**src/rtl/instr_fetch_unit_pkg.sv**
```systemverilog
// Shared definitions for the instruction fetch front end: FSM encoding,
// opcodes the fetch unit pre-decodes, and the fetch timeout limit.
package instr_fetch_unit_pkg;

    typedef enum logic [1:0] {
        S_IDLE  = 2'd0,
        S_REQ   = 2'd1,
        S_VALID = 2'd2,
        S_HALT  = 2'd3
    } fetch_state_t;

    localparam logic [3:0] OP_B   = 4'hC;
    localparam logic [3:0] OP_BR  = 4'hD;
    localparam logic [3:0] OP_HLT = 4'hF;

    localparam logic [7:0] FETCH_TIMEOUT_MAX = 8'd255;

    function automatic logic [3:0] opcode_of(input logic [15:0] word);
        return word[15:12];
    endfunction

endpackage

```
**src/rtl/instr_fetch_unit_if.sv**
```systemverilog
// Multi-cycle req/ack instruction memory bus between the fetch unit (master)
// and instruction memory (slave).
interface instr_fetch_unit_if;
    logic        mem_req;
    logic [15:0] mem_addr;
    logic        mem_ack;
    logic [15:0] mem_data;

    modport master (output mem_req, mem_addr, input  mem_ack, mem_data);
    modport slave  (input  mem_req, mem_addr, output mem_ack, mem_data);
endinterface

```
**src/rtl/instr_fetch_unit_imm_sext9.sv**
```systemverilog
// 9-bit to 16-bit sign extender for the B-instruction branch offset.
module imm_sext9 (
    input  logic [8:0]  imm,
    output logic [15:0] ext
);
    assign ext = {{7{imm[8]}}, imm};
endmodule

```
**src/rtl/instr_fetch_unit.sv**
```systemverilog
// Instruction fetch front end: latches PC, runs a req/ack memory read, holds
// the instruction for decode and pre-decodes branch fields. Optional fetch
// timeout is enabled by defining FETCH_TIMEOUT_EN.
module instr_fetch_unit
    import instr_fetch_unit_pkg::*;
(
    input  logic                       clk,
    input  logic                       rst,
    input  logic [15:0]                pc,
    input  logic                       stall,
    input  logic                       flush,
    instr_fetch_unit_if.master         mem,
    output logic [15:0]                instr,
    output logic                       instr_valid,
    output logic                       pc_advance,
    output logic                       is_branch,
    output logic [2:0]                 br_cond,
    output logic [15:0]                br_offset,
    output logic                       halted,
    output logic                       fetch_err
);

    fetch_state_t state_q, state_d;
    logic [15:0]  mem_addr_q;
    logic         drop_q, drop_d;
    logic         addr_wait_q, addr_wait_d;
    logic         load_addr, capture, req_active, adv, timeout_hit, timeout_fire;
    logic [3:0]   opcode;
    logic [15:0]  sext_off;

    assign opcode = opcode_of(instr);

    // NOTE: every signal gets a default before the case so no path infers a latch.
    always_comb begin
        state_d      = state_q;
        drop_d       = drop_q;
        addr_wait_d  = addr_wait_q;
        load_addr    = 1'b0;
        capture      = 1'b0;
        req_active   = 1'b0;
        adv          = 1'b0;
        timeout_fire = 1'b0;
        case (state_q)
            S_IDLE: begin
                load_addr = 1'b1;
                state_d   = S_REQ;
            end
            S_REQ: begin
                if (addr_wait_q) begin
                    // Address-load cycle after VALID: the PC updater has just
                    // loaded, so sample pc now and hold off the request.
                    load_addr   = 1'b1;
                    addr_wait_d = 1'b0;
                    if (flush) state_d = S_IDLE;
                end else begin
                    req_active = 1'b1;
                    if (mem.mem_ack) begin
                        drop_d = 1'b0;
                        if (drop_q || flush) begin
                            state_d = S_IDLE;
                        end else begin
                            capture = 1'b1;
                            state_d = S_VALID;
                        end
                    end else begin
                        // Request must stay up until ack, so a flush only marks
                        // the returning data for discard.
                        if (flush) drop_d = 1'b1;
                        if (timeout_hit) begin
                            timeout_fire = 1'b1;
                            state_d      = S_HALT;
                        end
                    end
                end
            end
            S_VALID: begin
                if (flush) begin
                    state_d = S_IDLE;
                end else if (!stall) begin
                    adv = 1'b1;
                    if (opcode == OP_HLT) begin
                        state_d = S_HALT;
                    end else begin
                        addr_wait_d = 1'b1;
                        state_d     = S_REQ;
                    end
                end
            end
            default: ;
        endcase
    end

    // NOTE: sequential state uses non-blocking assignments so all registers
    // update together from pre-edge values.
    always_ff @(posedge clk) begin
        if (rst) begin
            state_q     <= S_IDLE;
            mem_addr_q  <= '0;
            instr       <= '0;
            drop_q      <= 1'b0;
            addr_wait_q <= 1'b0;
        end else begin
            state_q     <= state_d;
            drop_q      <= drop_d;
            addr_wait_q <= addr_wait_d;
            if (load_addr) mem_addr_q <= pc;
            if (capture)   instr      <= mem.mem_data;
        end
    end

`ifdef FETCH_TIMEOUT_EN
    logic [7:0] tmo_cnt_q;
    logic       fetch_err_q;

    assign timeout_hit = (tmo_cnt_q == FETCH_TIMEOUT_MAX - 8'd1);

    always_ff @(posedge clk) begin
        if (rst) begin
            tmo_cnt_q   <= '0;
            fetch_err_q <= 1'b0;
        end else begin
            tmo_cnt_q <= (req_active && !mem.mem_ack) ? tmo_cnt_q + 8'd1 : 8'd0;
            if (timeout_fire) fetch_err_q <= 1'b1;
        end
    end

    assign fetch_err = fetch_err_q;
`else
    assign timeout_hit = 1'b0;
    assign fetch_err   = 1'b0;
`endif

    assign mem.mem_req  = req_active;
    assign mem.mem_addr = mem_addr_q;
    assign instr_valid  = (state_q == S_VALID);
    assign pc_advance   = adv;
    assign halted       = (state_q == S_HALT);

    imm_sext9 u_sext (
        .imm (instr[8:0]),
        .ext (sext_off)
    );

    assign is_branch = (opcode == OP_B) || (opcode == OP_BR);
    assign br_cond   = instr[11:9];
    assign br_offset = (opcode == OP_B) ? sext_off : 16'h0000;

endmodule
```
**src/flat_wrapper.sv**
```systemverilog
// flat-port wrapper written by rule: the top's interface ports become plain ports
module instr_fetch_unit_flat import instr_fetch_unit_pkg::*;
  (clk, rst, pc, stall, flush, instr, instr_valid, pc_advance, is_branch, br_cond, br_offset, halted, fetch_err, mem_mem_req, mem_mem_addr, mem_mem_ack, mem_mem_data);
  instr_fetch_unit_if mem_i ();
  input  logic clk;
  input  logic rst;
  input  logic [15:0] pc;
  input  logic stall;
  input  logic flush;
  output logic [15:0] instr;
  output logic instr_valid;
  output logic pc_advance;
  output logic is_branch;
  output logic [2:0] br_cond;
  output logic [15:0] br_offset;
  output logic halted;
  output logic fetch_err;
  output wire logic [$bits(mem_i.mem_req)-1:0] mem_mem_req;
  output wire logic [$bits(mem_i.mem_addr)-1:0] mem_mem_addr;
  input wire logic [$bits(mem_i.mem_ack)-1:0] mem_mem_ack;
  input wire logic [$bits(mem_i.mem_data)-1:0] mem_mem_data;
  assign mem_mem_req = mem_i.mem_req;
  assign mem_mem_addr = mem_i.mem_addr;
  assign mem_i.mem_ack = mem_mem_ack;
  assign mem_i.mem_data = mem_mem_data;
  instr_fetch_unit u_core (.clk(clk), .rst(rst), .pc(pc), .stall(stall), .flush(flush), .mem(mem_i), .instr(instr), .instr_valid(instr_valid), .pc_advance(pc_advance), .is_branch(is_branch), .br_cond(br_cond), .br_offset(br_offset), .halted(halted), .fetch_err(fetch_err));
endmodule
```
**config.mk**
```make
export PLATFORM = sky130hd
export DESIGN_NAME = instr_fetch_unit_flat
export DESIGN_NICKNAME = d
export VERILOG_FILES = /design/src/rtl/instr_fetch_unit_pkg.sv /design/src/rtl/instr_fetch_unit_if.sv /design/src/rtl/instr_fetch_unit_imm_sext9.sv /design/src/rtl/instr_fetch_unit.sv /design/src/flat_wrapper.sv
export SDC_FILE = /design/constraint.sdc
export NUM_CORES = 1
export LEC_CHECK = 0
export CORE_MARGIN = 2
export CORE_UTILIZATION = 38
export DETAILED_ROUTE_END_ITERATION = 10
export PLACE_DENSITY = 0.8
export SYNTH_ARGS = -nofsm -noshare
export SYNTH_HDL_FRONTEND = slang
export SYNTH_SLANG_ARGS = --single-unit
```
**constraint.sdc**
```tcl
create_clock -name clk -period 2 [get_ports clk]
set_input_delay 0.3 -clock clk [delete_from_list [all_inputs] [get_ports clk]]
set_output_delay 0.3 -clock clk [all_outputs]
set_load 0.02 [all_outputs]
```
Word-level counts from Yosys, hierarchy flattened
Cells that the tools add are included.
{"block": "word_totals", "reg_bits": 36, "latchBits": 0, "ram_bits": 0, "rom_bits": 0, "in_bits": 37, "output_inout_bits": 57, "memories": 0}
{"block": "classes", "add_sub_neg": 0, "n_mul": 0, "n_div": 0, "n_lt_le_gt_ge": 0, "n_eq_ne": 12, "shift": 0, "muxes": 26, "bitwise": 1, "n_reduce_logical": 9}
{"cell": "$mux 16", "n": 1}
{"cell": "$mux 1", "n": 15}
{"cell": "$mux 2", "n": 7}
{"cell": "$eq 4x4->1 const B", "n": 3}
{"cell": "$reduce_and 4->1", "n": 2}
{"cell": "$ne 2x2->1 const B", "n": 3}
{"cell": "$ne 3x3->1 const B", "n": 2}
{"cell": "$pmux 2 s3", "n": 1}
{"cell": "$eq 2x2->1 const B", "n": 2}
{"cell": "$pmux 1 s2", "n": 2}
{"cell": "$reduce_bool 2->1", "n": 2}
{"cell": "$ne 3x2->1 const B", "n": 1}
{"cell": "$reduce_and 3->1", "n": 1}
{"cell": "$reduce_bool 3->1", "n": 1}
{"cell": "$eq 2x1->1 const B", "n": 1}
{"cell": "$logic_not 2->1", "n": 1}
{"cell": "$logic_or 1x1->1", "n": 2}
{"cell": "$not 1->1", "n": 1}

Logic depth before layout (Yosys ltp)
Gate-level depths: netlist of run 1.
{"block": "depth", "depth_word": 5, "depth_mapped": 8}

Modules after synthesis
Synthesis of run 1 repeated with hierarchy kept, for this count alone.
{"block": "hier_totals", "cells_unflattened": 223, "area_unflattened_um2": 1775.5}
{"mod": "instr_fetch_unit", "n_inst": 1, "cells_each": 207, "area_each_um2": 1655.3, "seq_area_each_um2": 720.7}
{"mod": "imm_sext9", "n_inst": 1, "cells_each": 16, "area_each_um2": 120.1, "seq_area_each_um2": 0.0}

Least setup slack after synthesis of run 1
OpenSTA, ideal clock, no wires.
{"block": "synth_timing", "kind": "flip-flop to output port", "start": "register u_core.instr[14]", "end": "output br_offset[10]", "arrival_time_ns": 1.537, "required_ns": 1.700, "slack_ns": 0.163, "path_stages_with_launch": 5, "path_cell_list": "dfxtp_1 -> nand2_1 -> nor3_1 -> and2_1 -> buf_4"}
{"block": "synth_via", "elab_chain_cells": 2}
{"element": "from (decl)", "line_no": "instr_fetch_unit.sv:13", "source": "output logic [15:0] instr,"}
{"element": "from (signal assigned)", "line_no": "instr_fetch_unit.sv:107", "source": "if (capture) instr <= mem.mem_data;"}
{"element": "$eq 4x4->1", "line_no": "instr_fetch_unit.sv:146", "source": "assign br_offset = (opcode == OP_B) ? sext_off : 16'h0000;"}
{"element": "$mux 16", "line_no": "instr_fetch_unit.sv:146"}
{"element": "to (decl)", "line_no": "flat_wrapper.sv:15", "source": "output logic [15:0] br_offset;"}
No other way between the ends.

Final worst setup path of run 1
{"block": "layout_timing", "start": "register u_core.state_q[1]", "end": "output mem_mem_req"}
{"block": "layout_via", "elab_chain_cells": 2}
{"element": "from (decl)", "line_no": "instr_fetch_unit.sv:23", "source": "fetch_state_t state_q, state_d;"}
{"element": "from (signal assigned)", "line_no": "instr_fetch_unit.sv:103", "source": "state_q <= state_d;"}
{"element": "$eq 2x1->1"}
{"element": "$mux 1", "line_no": "instr_fetch_unit.sv:43", "source": "case (state_q)"}
{"element": "to (decl)", "line_no": "flat_wrapper.sv:18", "source": "output wire logic [$bits(mem_i.mem_req)-1:0] mem_mem_req;"}
No other way between the ends.

==> impl_metrics.ini, run 1 <==
[status]
status = finished clean

[grt]
grt_use_met2 = 0.3187
top_usage_layer = met2
grtUsageMet1 = 0.2177
grt_pass1_vias = 1683
grt.total_usage = 0.1858
globalRouteOverflowTotal = 0
grtUsageMet3 = 0.07071
antenna_found_initial = 0
grt_pass1_wl_um = 7445
grt_max_degree = 19

[sta]
min_period_ns = 1.885
report.final.hold_viol_count = 0
final.setup.tns_ns = 0
rsz0062_at_grt = false
finalSetupViolations = 0
timing.final.ws_setup_ns = 0.1149
final_max_slew_viol_count = 0
fin_worst_hold_slack_ns = 0.4520
finalCritPeriodShare = 0.9425
clock_skew_ns = 0.004106
maxClockFrequency_ghz = 0.5305
worstMarginPinSlew_ns = 0.5246
relSlewSlack = 0.6503

[floorplan]
die_h_um = 70.35
die_w_um = 70.35
initial_utilization = 0.3896
die_area_sq_mm = 0.004949
ios = 94
core_sq_mm = 0.004294
rows = 24

[drt]
drcViolationCount = 0
wl_per_cell_um = 12.79
via_count = 1703
viasPerCell = 4.894
drtPass1Iterations = 4
wirelength_um = 4450
antenna_left = 0
drtIter0Drc = 69

[finish]
syn_to_final_growth_pct = 60.43
antenna_cells = 0
final_net_count = 337
drive_gt1_frac = 0.08446

[critical_path]
crit_path_start_kind = register
critPathRequiredTime_ns = 1.70
critical_path_arrival_ns = 1.59
crit_fanout = 6
crit_type = reg -> out
cp-end-kind = output port

[logic_synthesis]
synth.most_common_cell = dfxtp_1
synth.top_cells.by_count = 36 x dfxtp_1, 34 x a21oi_1, 34 x nand2_1, 16 x nand3_1, 16 x o21ai_0
netlist_area_sq_mm = 0.001673
async_flop_share = 0
syn-mean-instance-area_sq_um = 8.081
ys_types = 34
synthCells = 207
ys_seq_elements = 36
seq_area_frac_synth = 0.4308
synth_area_leaders = dfxtp_1 43%, a21oi_1 10%, nand2_1 7.6%
yosys.area.top_type = dfxtp_1
ys.flop_type = dfxtp_1
yosysWarnings = 0
syn_nets = 249
synth_top_cell_area_share = 0.4308
synth-edff-count = 0

[job]
maxCapViolations = 0

[clock_tree]
clock_sinks = 36
htreeDepth = 2
root_buffer = clkbuf_8
cts.clk_slew.worst_paths_ns = 0.07
cts_tree = done
cts_buffers = 5
clk_latency_ns = 0.28
clockBufferDepth = 2

[worst_hold_path]
hp-class = reg -> reg

[pwr]
ir_worst_vdd_v = 0.0005605
power_leakage_nw = 1.141
power_density_mw_per_mm2 = 690.3
power_mw = 1.853

[placed_design]
pre_cts_slack_ns = 0.05124
gp_congestion = 0.7787
dpl.hpwl_um = 3276
io_buffers = 92
==> worst max-delay path, stage by stage (launching register included) <==
cell	delay (ns)
dfxtp_1	0.43
inv_1	0.09
ha_1	0.25
and2b_1	0.21
dlygate4sd2_1	0.33
==> cell type report <==
class | instances | area (sq um)
Clock inverter | 3 | 18.77
Multi-Input combinational cell | 140 | 778.2
Clock buffer | 5 | 68.82
Inverter | 5 | 18.77
Tap cell | 52 | 65.06
Fill cell | 391 | 1610
Timing Repair Buffer | 107 | 1013
Sequential cell | 36 | 720.7
==> layout by cell type, fill, tap and decap left out, drive strengths merged, types with 3 or more instances in the layout <==
cell / netlist / layout
dlygate4sd2: 0 / 18
dfxtp: 36 / 36
clkbuf: 8 / 5
o21ai: 16 / 16
clkdlybuf4s50: 0 / 73
buf: 18 / 15
inv: 5 / 5
and2: 9 / 9
nand2: 34 / 34
clkinv: 0 / 3
a21oi: 34 / 34
ha: 5 / 5
nand3: 16 / 16
==> per-stage QoR <==
stage | area (sq um) | util | std cells
after global routing | 2684 | 0.6250 | 348
after global placement | 2616 | 0.6093 | 340
final | 2684 | 0.6250 | 348
after floorplan | 1673 | - | 207
after detailed placement | 2616 | 0.6093 | 340
after CTS | 2681 | 0.6244 | 348
==> power by group <==
part	total (mW)	switching, mW	leakage [nW]	internal, mW
logic	0.535	0.277	0.799	0.257
clock network	0.511	0.268	0.0479	0.243
registers	0.807	0.0334	0.295	0.774
==> kinds of logic (layout without fill, tap and decap cells) <==
family | count (synthesis) | after routing | share of synthesized area
other | 1 | 1 | 0.002242
and+or+nand+nor | 73 | 73 | 0.2154
buffers and inverters | 31 | 120 | 0.1040
AOI/OAI and AO/OA | 59 | 59 | 0.1982
muxes | 2 | 2 | 0.01197
DFF | 36 | 36 | 0.4308
adders and majority gates | 5 | 5 | 0.03740
==> per-layer routing <==
layer	vias up	part of all wire
li1	865	-
met5	-	0
met4	0	0.0031
met1	773	0.43
met2	63	0.49
met3	2	0.079
==> worst paths after layout <==
kind,slack [ns],from,to,cells after the start
setup / recovery,0.11,u_core.state_q[1]$_SDFFE_PP0P_,mem_mem_req,4
hold / removal,0.45,u_core.mem.mem_addr[4]$_SDFFE_PP0P_,u_core.mem.mem_addr[4]$_SDFFE_PP0P_,2
setup reg to reg,0.33,u_core.state_q[1]$_SDFFE_PP0P_,u_core.instr[1]$_SDFFE_PP0P_,6
hold reg to reg,0.45,u_core.mem.mem_addr[4]$_SDFFE_PP0P_,u_core.mem.mem_addr[4]$_SDFFE_PP0P_,2
==> state kept, by name, summed over array words and instances (netlist names) <==
name / cells
u_core.state_q: 2
u_core.drop_q: 1
u_core.mem.mem_addr: 16
u_core.instr: 16
u_core.addr_wait_q: 1
==> timing repair <==
item	4_1_cts	5_1_grt
endpoints found under the setup margin	18	1
hold buffers	0	0
buffers inserted	0	0
resized for setup	18	1
No activity file was read; power rests on OpenSTA's default activity.
==> inputs of run 2 (changes only) <==
--- a/config.mk
+++ b/config.mk
@@ -5,7 +5,6 @@
 export SDC_FILE = /design/constraint.sdc
 export NUM_CORES = 1
 export LEC_CHECK = 0
-export CORE_MARGIN = 2
 export CORE_UTILIZATION = 38
 export DETAILED_ROUTE_END_ITERATION = 10
 export PLACE_DENSITY = 0.8
==> run 2 against run 1 <==
Against the previous run: maximum frequency is 1.4% higher; largest power group unchanged; clock skew about the same; design area about the same; wire length shrank 0.47%; critical path type unchanged; clock power up 4.5%; sequential cell count is the same; sequential share of layout area is essentially flat; sequential power about the same; worst hold slack better by 0.0017 ns; largest cell class unchanged; die area shrank 5.6%; register-to-register slack worse by 0.02 ns; global-route usage up 1.1 points.
==> impl_metrics.ini, run 2 (synthesized netlist as in run 1, its figures left out) <==
[status]
status = finished clean

[critical_path]
crit_type = reg -> out
crit_path_start_kind = register
crit_path_top_delay_cell = dfxtp_1
critPathRequiredTime_ns = 1.70
critical_path_arrival_ns = 1.56
path_cells = inv_1 -> ha_2 -> and2b_1 -> dlygate4sd2_1
crit_fanout = 9
cp-end-kind = output port
cp_top_family = buffers and inverters
path_buf_inv = 2
slowest_delay_ns = 0.42

[floorplan]
core_sq_mm = 0.004115
ios = 94
die_h_um = 68.35
die_w_um = 68.35
die_area_sq_mm = 0.004672
initial_utilization = 0.4065
rows = 23

[sta]
clock_skew_ns = 0.004301
finalCritPeriodShare = 0.9294
maxClockFrequency_ghz = 0.5380
finalSetupViolations = 0
rsz0062_at_grt = false
relSlewSlack = 0.6556
report.final.hold_viol_count = 0
worstMarginPinSlew_ns = 0.5166
min_period_ns = 1.859
timing.final.ws_setup_ns = 0.1412
final_max_slew_viol_count = 0
final.setup.tns_ns = 0

[clock_tree]
cts.clk_slew.worst_paths_ns = 0.07
cts_setup_buffers = 0
clock_sinks = 36
cts_hold_buf = 0
cts_tree = done
root_buffer = clkbuf_8
clk_latency_ns = 0.29
ctsResizeCount = 21
clockBufferDepth = 2
cts_buffers = 5
htreeDepth = 2

[placed_design]
dp.cells = 336
dpl.hpwl_um = 3215
gp_congestion = 0.7271
io_buffers = 92
pre_cts_slack_ns = 0.04859

[grt]
grt.total_usage = 0.1968
globalRouteOverflowTotal = 0
antenna_found_initial = 0
grt_pass1_wl_um = 6872
grt_max_degree = 31
grt_pass1_vias = 1596

[finish]
final_cells = 344
antenna_cells = 0
drive_gt1_frac = 0.08503
final_cell_mix = 73 x clkdlybuf4s50_1, 36 x dfxtp_1, 34 x nand2_1, 34 x a21oi_1, 18 x dlygate4sd2_1
syn_to_final_growth_pct = 60.28
fillers = 377
final_common_cell = clkdlybuf4s50_1
final_net_count = 335

[pwr]
ir_worst_vdd_v = 0.0004347
power_density_mw_per_mm2 = 695.0
power_leakage_nw = 1.133

[drt]
drcViolationCount = 0
wirelength_um = 4429
antenna_left = 0
wl_per_cell_um = 12.88
via_count = 1717
drtPass1Iterations = 4
drtIter0Drc = 79
viasPerCell = 4.991

[worst_hold_path]
hp-class = reg -> reg

[job]
maxCapViolations = 0
run 2: routing by layer:
metal	share of wire	global-route usage	vias up
li1	-	-	862
met1	0.40	0.2169	776
met2	0.50	0.3468	70
met3	0.079	0.04833	9
met4	0.022	0.09896	0
met5	0	0	-
run 2: where the power goes:
part | internal (mW) | leakage [nW] | switching [mW]
combinational | 0.248 | 0.794 | 0.274
sequential | 0.774 | 0.295 | 0.0349
clock | 0.280 | 0.0445 | 0.254
run 2: area by class of cell:
| class | count | area, sq um | share of cell area |
|---|---|---|---|
| multi-input cells | 140 | 787.0 | 0.2935 |
| clock buffers | 7 | 86.33 | 0.03220 |
| flip-flops and latches | 36 | 720.7 | 0.2688 |
| well taps | 50 | 62.56 | 0.02333 |
| clock inverters | 1 | 7.507 | 0.002800 |
| repair buffers | 105 | 998.5 | 0.3724 |
| inverters | 5 | 18.77 | 0.007000 |
run 2: through the flow:
stage          area, sq um  power [mW]  utilization  hold slack, ns
2_1_floorplan         1673       1.108            -          0.3966
3_5_place_dp          2599       1.349       0.6315          0.4460
4_1_cts               2679       1.892       0.6510          0.4561
3_3_place_gp          2599       1.345       0.6315          0.4371
6_report              2681       1.864       0.6516          0.4537
5_1_grt               2681       1.963       0.6516          0.4736
run 2: worst paths after layout:
path	start	end	slack (ns)	depth (start not counted)
min reg2reg	u_core.mem.mem_addr[13]$_SDFFE_PP0P_	u_core.mem.mem_addr[13]$_SDFFE_PP0P_	0.45	2
max	u_core.state_q[1]$_SDFFE_PP0P_	mem_mem_req	0.14	4
max reg2reg	u_core.state_q[1]$_SDFFE_PP0P_	u_core.instr[15]$_SDFFE_PP0P_	0.31	6
min	u_core.mem.mem_addr[13]$_SDFFE_PP0P_	u_core.mem.mem_addr[13]$_SDFFE_PP0P_	0.45	2
run 2: tightest hold or removal path, stage by stage, from the launching register on:
cell and delay [ns]:
dfxtp_1 0.31, nand2_1 0.05, a21oi_1 0.05
